$ cat config.mk
export PLATFORM = sky130hd
export DESIGN_NAME = uart_rx
export DESIGN_NICKNAME = d
export VERILOG_FILES = /design/src/rtl/uart_rx.sv
export SDC_FILE = /design/constraint.sdc
export NUM_CORES = 1
export LEC_CHECK = 0
export CELL_PAD_IN_SITES_DETAIL_PLACEMENT = 0
export CELL_PAD_IN_SITES_GLOBAL_PLACEMENT = 1
export CORE_MARGIN = 2
export CORE_UTILIZATION = 51
export DETAILED_ROUTE_END_ITERATION = 12
export MAX_ROUTING_LAYER = met4
export PLACE_DENSITY = 0.82
export SYNTH_ARGS = -nofsm -noshare
export SYNTH_HDL_FRONTEND = slang
export SYNTH_SLANG_ARGS = --single-unit
$ cat constraint.sdc
create_clock -name clk -period 5.43 [get_ports clk]
set_input_delay 1.3575 -clock clk [delete_from_list [all_inputs] [get_ports clk]]
set_output_delay 1.3575 -clock clk [all_outputs]
set_load 0.005 [all_outputs]
$ cat src/rtl/uart_rx.sv
// uart_rx: 8N1 serial receiver with a 16-deep show-ahead receive FIFO.
//
// Ports:
//   clk          in   system clock, all logic on the rising edge
//   rst_n        in   synchronous active-low reset
//   uart_rx_pin  in   asynchronous serial line, idle high
//   read_uart    in   pop request for the FIFO head
//   uart_rx_data out  current FIFO head byte (valid while data_valid)
//   data_valid   out  FIFO holds at least one byte
//   frame_error  out  one-cycle pulse when a stop bit samples low
//   overrun      out  one-cycle pulse when a good byte is dropped on a full FIFO
//
// FSM states:
//   S_IDLE  | line idle, waiting for a falling edge
//   S_START | waiting half a bit to confirm the start bit
//   S_DATA  | sampling 8 data bits at mid-bit, LSB first
//   S_STOP  | sampling the stop bit, push or flag error
//   S_BREAK | stop bit was low; wait for the line to return high
module uart_rx #(
    parameter int CLOCK_FREQUENCY = 27000000,
    parameter int BAUD_RATE       = 115200
) (
    input  logic       clk,
    input  logic       rst_n,
    input  logic       uart_rx_pin,
    input  logic       read_uart,
    output logic [7:0] uart_rx_data,
    output logic       data_valid,
    output logic       frame_error,
    output logic       overrun
);

    localparam int BAUD_DIVISOR = CLOCK_FREQUENCY / BAUD_RATE;
    localparam int HALF_DIVISOR = BAUD_DIVISOR / 2;
    localparam logic [15:0] BAUD_LAST = 16'(BAUD_DIVISOR - 1);
    localparam logic [15:0] HALF_LAST = 16'(HALF_DIVISOR - 1);

    typedef enum logic [2:0] {
        S_IDLE,
        S_START,
        S_DATA,
        S_STOP,
        S_BREAK
    } state_t;

    logic        rx_meta_q, rx_s_q;
    state_t      state_q, state_d;
    logic [15:0] cnt_q, cnt_d;
    logic [2:0]  bit_idx_q, bit_idx_d;
    logic [7:0]  shift_q, shift_d;
    logic        push_req;
    logic        frame_error_q, frame_error_d;
    logic        overrun_q, overrun_d;

    logic [7:0]  fifo_q [16];
    logic [3:0]  head_q, head_d;
    logic [3:0]  tail_q, tail_d;
    logic [4:0]  count_q, count_d;
    logic [7:0]  rx_data_q, rx_data_d;
    logic        data_valid_q, data_valid_d;
    logic        pop, full, push_ok;

    // Receive FSM: next state and datapath.
    always_comb begin
        state_d       = state_q;
        cnt_d         = cnt_q;
        bit_idx_d     = bit_idx_q;
        shift_d       = shift_q;
        push_req      = 1'b0;
        frame_error_d = 1'b0;
        case (state_q)
            S_IDLE: begin
                if (!rx_s_q) begin
                    state_d = S_START;
                    cnt_d   = '0;
                end
            end
            S_START: begin
                if (cnt_q == HALF_LAST) begin
                    cnt_d     = '0;
                    bit_idx_d = '0;
                    // A line back high at mid-start-bit is a glitch, not a frame.
                    state_d   = rx_s_q ? S_IDLE : S_DATA;
                end else begin
                    cnt_d = cnt_q + 16'd1;
                end
            end
            S_DATA: begin
                if (cnt_q == BAUD_LAST) begin
                    shift_d   = {rx_s_q, shift_q[7:1]};
                    cnt_d     = '0;
                    bit_idx_d = bit_idx_q + 3'd1;
                    if (bit_idx_q == 3'd7) begin
                        state_d = S_STOP;
                    end
                end else begin
                    cnt_d = cnt_q + 16'd1;
                end
            end
            S_STOP: begin
                if (cnt_q == BAUD_LAST) begin
                    cnt_d = '0;
                    if (rx_s_q) begin
                        push_req = 1'b1;
                        state_d  = S_IDLE;
                    end else begin
                        frame_error_d = 1'b1;
                        state_d       = S_BREAK;
                    end
                end else begin
                    cnt_d = cnt_q + 16'd1;
                end
            end
            S_BREAK: begin
                if (rx_s_q) begin
                    state_d = S_IDLE;
                end
            end
            default: state_d = S_IDLE;
        endcase
    end

    // FIFO control. A pop in the same cycle frees the slot a full-FIFO push needs.
    always_comb begin
        pop       = read_uart && (count_q != 5'd0);
        full      = (count_q == 5'd16);
        push_ok   = push_req && (!full || pop);
        overrun_d = push_req && full && !pop;
        head_d    = pop ? head_q + 4'd1 : head_q;
        tail_d    = push_ok ? tail_q + 4'd1 : tail_q;
        count_d   = count_q;
        if (push_ok && !pop) begin
            count_d = count_q + 5'd1;
        end else if (!push_ok && pop) begin
            count_d = count_q - 5'd1;
        end
        data_valid_d = (count_d != 5'd0);
        // Show-ahead: if the slot being written becomes the head, bypass the array.
        rx_data_d = rx_data_q;
        if (count_d != 5'd0) begin
            if (push_ok && (tail_q == head_d)) begin
                rx_data_d = shift_q;
            end else begin
                rx_data_d = fifo_q[head_d];
            end
        end
    end

    always_ff @(posedge clk) begin
        if (!rst_n) begin
            rx_meta_q     <= 1'b1;
            rx_s_q        <= 1'b1;
            state_q       <= S_IDLE;
            cnt_q         <= '0;
            bit_idx_q     <= '0;
            shift_q       <= '0;
            frame_error_q <= 1'b0;
            overrun_q     <= 1'b0;
            head_q        <= '0;
            tail_q        <= '0;
            count_q       <= '0;
            rx_data_q     <= 8'h00;
            data_valid_q  <= 1'b0;
        end else begin
            rx_meta_q     <= uart_rx_pin;
            rx_s_q        <= rx_meta_q;
            state_q       <= state_d;
            cnt_q         <= cnt_d;
            bit_idx_q     <= bit_idx_d;
            shift_q       <= shift_d;
            frame_error_q <= frame_error_d;
            overrun_q     <= overrun_d;
            head_q        <= head_d;
            tail_q        <= tail_d;
            count_q       <= count_d;
            rx_data_q     <= rx_data_d;
            data_valid_q  <= data_valid_d;
        end
    end

    // Storage is not reset; the pointers and count define what is live.
    always_ff @(posedge clk) begin
        if (rst_n && push_ok) begin
            fifo_q[tail_q] <= shift_q;
        end
    end

    assign uart_rx_data = rx_data_q;
    assign data_valid   = data_valid_q;
    assign frame_error  = frame_error_q;
    assign overrun      = overrun_q;

endmodule

==> run metrics <==
nets=around 840; Synth area leaders=edfxtp_1 42%, dfxtp_1 12%, mux2i_1 7.9%; crit path from=read_uart; relative slew slack=42.0%; highest metal used=met4; Pre-Repair DR Iteration Count=5; Syn Area/Cell=11.1 sq um; Util after Layout=58.1%; initial antenna violation count=0; routed length on met1=9560 um; Clk pin slew, worst setup/hold paths=0.06 ns; Min-Delay Path Depth=1; type of element capturing the critical path=register; Peak Freq=roughly 240 MHz; global-route wire length before repair=35300 um; final setup vio count=0; pwr/cell area=roughly 440 nW/um^2; leakage=3.29 nW; Mapped Nets=833; max-cap violations=0; WL final=22700 um; vias per cell=6.41; Worst Clk Skew=roughly 0.0089 ns; full die area=18900 sq um; gr usage total=26.0%; hold-fix buffers at CTS=0; # fillers=around 1400; post-DP HPWL=14600 um; port bufs=14; final cell count without fillers=1056; vias in the first global route=6424; total CTS buffers=17; H-tree Lvls=4; DR WL met3=1450 um; mapped cell area=9070 sq um; most used flip-flop cell after synthesis=edfxtp_1; I/O Pins=15; Post-Syn Instances=816; worst hold path class=register to register; Setup crit start kind=input pin; unrepaired setup endpoints after global routing=no; Clock Tree Root=clkbuf_16; FF-to-FF setup slack=around 1.4 ns; Worst VDD drop=between 0.2 and 0.3 mV; outcome=completed; Post-CTS Resized=0; core footprint=17400 sq um; crit path max fanout=18; Hold Vio Cnt, Final=0; area of the multi-input gates=3820 sq um; Post-CTS Repair Setup Buffers=0; DIE HEIGHT=137 um; Sequential Area=4970 sq um; # clock sinks=184; Pwr Total=between 4 and 5 mW; Diodes inserted=0; DR WL/cell=21.5 um; routed wl met2=11100 um; YS warnings=0; TritonCTS clock tree=yes; number of flops mapped to enable cells by yosys=128; Worst R2R Path Depth=9; reg-to-reg startpoint=count_q[0]; Initial DRC Count=628; Critical Path AT=4.52 ns; GPL Wtd Cong=about 0.90; Min Clock Period, post-route=4.18 ns; Pins Over Slew Limit=0; sequential area share after synthesis=between 50% and 60%; Synth Register Bits=approximately 180; GR Overflow Total=0; largest area contributor in the netlist=edfxtp_1; Min-Delay Endpoint=rx_s_q; worst-skew pair later-pin latency=0.43 ns; critical path type=input pin to register; Area Growth Syn to Fin=11.2%; period utilization=77.0%; vias post-DR=6766; total placed cells including tap cells=1024; Die Width=137 um; Distinct cells, synth=65; CP Data Required Time=between 5 and 6 ns; Post-synth ARST share=0%; DRT antenna net count=0; deepest clock path buffer count=2; largest net degree at the start of global routing=61; layout cell share with drive strength beyond 1=10.6%; FF-to-FF End=uart_rx_data[3]; worst-margin pin slew=0.869 ns; Post-route DRC=0; num rows=48; hold path start=rx_meta_q; TNS Setup=0 ns; Synth top area share=42.4%; Starting Density=52.3%
## worst max-delay path by stage
stage | slack [ns] | endpoint | cells after the start
after floorplan | 1.75 | fifo_q[3][0] | 6
after global placement | 1.01 | uart_rx_data[3] | 8
after detailed placement | 0.93 | uart_rx_data[3] | 8
after CTS | 1.37 | uart_rx_data[3] | 8
after global routing | 1.05 | uart_rx_data[3] | 8
final | 1.25 | uart_rx_data[3] | 8
## through the flow
stage	worst slack (ns)	hold slack, ns	area, sq um
2_1_floorplan	1.75	0.386	9070
6_report	1.25	0.418	10100
4_1_cts	1.37	0.423	10100
3_3_place_gp	1.01	0.406	9480
3_5_place_dp	0.926	0.405	9480
5_1_grt	1.05	0.427	10100
## layer usage
metal	vias up	track usage, %
li1	3115	-
met1	3383	33.4
met2	234	42.5
met3	34	3.83
met4	0	8.93
met5	-	-
## cell families after synthesis
logic type	after synthesis	synth area share, %
fa+ha+maj	13	1.79
flops	184	54.7
simple gates	258	14.1
compound gates	171	13.3
xor+xnor	23	2.22
mux	90	10.7
buf+inv	77	3.21
## critical path, stage by stage
cell and delay [ns]:
clkdlybuf4s50_1 0.63, nand2_1 0.15, o21ai_0 0.45, nand2_1 0.59
xnor2_1 0.40, nand4b_1 0.39, and3_1 0.30, o32ai_1 0.24
## power by group
part           switching [mW]  total, mW  internal [mW]
registers              0.0636       1.60           1.54
logic                   0.959       1.61          0.647
clock network           0.533       1.26          0.726
## state kept, by name, indices dropped and copies added (netlist names)
name	count
fifo_q	128
cnt_q	16
shift_q	8
uart_rx_data	8
count_q	5
head_q	4
tail_q	4
bit_idx_q	3
state_q	3
data_valid	1
frame_error	1
overrun	1
rx_meta_q	1
rx_s_q	1
## layout by cell type, fill, tap and decap left out, types with 10 or more instances in the layout
| master | synthesis | final |
|---|---|---|
| a21oi_1 | 19 | 19 |
| a31oi_1 | 10 | 10 |
| buf_4 | 0 | 26 |
| clkbuf_16 | 0 | 18 |
| clkdlybuf4s50_1 | 0 | 14 |
| dfxtp_1 | 56 | 55 |
| edfxtp_1 | 128 | 128 |
| ha_1 | 13 | 12 |
| inv_1 | 20 | 20 |
| mux2_2 | 14 | 14 |
| mux2i_1 | 72 | 72 |
| nand2_1 | 71 | 71 |
| nand2b_1 | 12 | 12 |
| nand3_1 | 35 | 35 |
| nand4_1 | 11 | 11 |
| nor2_1 | 70 | 69 |
| nor3_1 | 14 | 14 |
| o21ai_0 | 31 | 31 |
| o22ai_1 | 27 | 27 |
| o311ai_0 | 13 | 13 |
| o32ai_1 | 21 | 21 |
| xnor2_1 | 12 | 12 |
| xor2_1 | 11 | 11 |
## cell usage after synthesis, types with 13 or more instances
master and number:
clkbuf_1 48, nor3_1 14, ha_1 13, o21ai_0 31, dfxtp_1 56, o22ai_1 27
nor2_1 70, o32ai_1 21, a21oi_1 19, mux2_2 14, nand3_1 35, edfxtp_1 128
nand2_1 71, o311ai_0 13, inv_1 20, mux2i_1 72
## final cells by class
| class | instances | share of cell area, % |
|---|---|---|
| clock buffers | 21 | 4.68 |
| clock inverters | 11 | 1.33 |
| inverters | 20 | 0.744 |
| multi-input cells | 555 | 37.9 |
| flip-flops and latches | 184 | 49.2 |
| well taps | 225 | 2.79 |
| repair buffers | 40 | 3.32 |
Power figures use the tool's default switching activity.
==> patch (config.mk and constraints unchanged) <==
Compare `count_q` against `5'd16` with >= in place of ==.
--- a/src/rtl/uart_rx.sv
+++ b/src/rtl/uart_rx.sv
@@ -124,5 +124,5 @@
     always_comb begin
         pop       = read_uart && (count_q != 5'd0);
-        full      = (count_q == 5'd16);
+        full      = (count_q >= 5'd16);
         push_ok   = push_req && (!full || pop);
         overrun_d = push_req && full && !pop;
Formal check against the unedited RTL: same outputs for any inputs over 10 cycles, from zero or initial values and one cycle with rst_n low; that may be too few to reach the edited logic, so the function may still have changed.
==> patch against the unedited design <==
- setup slack better by 190 ps
- power decreased by 3.3%
- area after synthesis decreased by 0.18%
- count of clock-buffer cells in the layout decreased by 4
- cell area decreased by 0.67%
- via count fell by 14%
- sequential cell count unchanged
- core utilization is 0.19 points lower
- wire length fell by 11%
- largest power group is now sequential cells
- highest routed layer unchanged
==> patch: results (changes against the unedited design) <==
Int Pwr 2.930 mW (+0.68%); static leakage 3.239 nW (-1.4%); Distinct cells, synth 66 (+1.5%); fill count 1361 (-5.7%); maximum vdd drop 0.2824 mV (+12%); crit path max fanout 26 (+8); Post-synth top cells 128 x edfxtp_1, 65 x mux2i_1, 62 x nor2_1; number of global-route vias before repair 5715 (-11%); DR vias 5792 (-14%); Mapped Nets 708 (-15%); CTS root buffer clkbuf_16; share of layout cells above drive strength 1 15.92% (+5.3 points); hpwl dp 13360 um (-8.7%); area of placed instances 9419 um2 (-0.66%); sequential share of the synthesized area 54.84% (+0.098 points); largest cells by area after synthesis edfxtp_1 42%, dfxtp_1 12%, mux4_2 12%; Post-Synthesis Cells 691 (-15%); Placed Cells 903 (-12%); status complete, no violations; initial antenna violation count 0 (unchanged); Total GRT Usage 23.60% (-2.4 points); Reg power frac 36.6% (+0.8 points); Skew-Pair Late Insertion Delay 430 ps (about the same); Hold Startpoint rx_meta_q; Clock Skews 11.35 ps (+2.495 ps); slowest stage delay, CP 820 ps (+190 ps); hold slack final 406.5 ps (-11.64 ps); CTS resizes 0 (unchanged); CP max stage cell o2111ai_1; Via density 6.195 (-3.3%); worst reg2reg path endpoint uart_rx_data[1]; Slew @ Worst Pin 982.3 ps (+112.9 ps); 1st-iter DRT viols 558 (-11%); flop-to-flop setup slack 1860 ps (+430 ps); gp weighted congestion 0.8307 (-7.7%); first-pass GRT wire length 31730 um (-10%); Arr. time, crit path 4330 ps (-190 ps); drt total wl 20080 um (-11%); pin count of the biggest net entering global routing 56 (-8.2%); Reg2Reg Depth 10 (+1)
## patch: logic make-up (layout without fill, tap and decap cells)
logic type / after synthesis / after routing / synth area share [%]
AO/OA/AOI/OAI: 69 / 69 / 5.459
XOR/XNOR: 24 / 24 / 2.488
adder cells (fa/ha/maj): 13 / 13 / 1.797
buffers and inverters: 61 / 80 / 2.902
flip-flops: 184 / 184 / 54.84
multiplexers: 117 / 117 / 20.12
AND/OR/NAND/NOR: 223 / 223 / 12.40
## patch: worst max-delay path: cells and delay by family
| kind | cells | cell delay (ps) |
|---|---|---|
| AO/OA/AOI/OAI | 3 | 1160 |
| AND/OR/NAND/NOR | 3 | 870 |
| buffers and inverters | 2 | 920 |
## patch: layout make-up
cell class                 instances  area share [%]
tap                              225           2.810
clock buffer                      17           4.246
clock inverter                    15           1.748
inverter                          18          0.6743
timing repair buffer              30           2.722
sequential                       184           49.58
multi-input combinational        446           38.22
## patch: metrics by stage
step	setup slack, ps	power, mW	utilization, %
final	1436	4.318	57.93
after global routing	1192	4.507	57.93
after CTS	1491	4.338	57.93
after detailed placement	1053	3.094	54.46
after global placement	1118	3.070	54.46
after floorplan	2311	2.731	-
## patch: routing by layer
layer | routed length, um | share of wire, % | global-route usage, %
met5 | 0 | 0 | -
met4 | 444 | 2.2 | 7.961
met2 | 9760 | 49 | 37.15
met3 | 1133 | 5.6 | 4.268
met1 | 8740 | 44 | 31.26
## patch: worst max path at each step
| stage | endpoint | slack [ps] | cells past startpoint |
|---|---|---|---|
| floorplan | fifo_q[2][0] | 2310 | 4 |
| global placement | uart_rx_data[4] | 1120 | 7 |
| detailed placement | uart_rx_data[4] | 1050 | 7 |
| CTS | uart_rx_data[4] | 1490 | 7 |
| global route | uart_rx_data[1] | 1190 | 7 |
| finish | uart_rx_data[1] | 1440 | 8 |
## patch: power by group through the flow
stage / combinational, mW / clock (mW) / sequential, mW
after CTS: 1.49 / 1.27 / 1.58
after detailed placement: 1.48 / 0 / 1.61
after global placement: 1.46 / 0 / 1.61
after floorplan: 1.14 / 0 / 1.59
after global routing: 1.60 / 1.32 / 1.59
final: 1.49 / 1.25 / 1.58
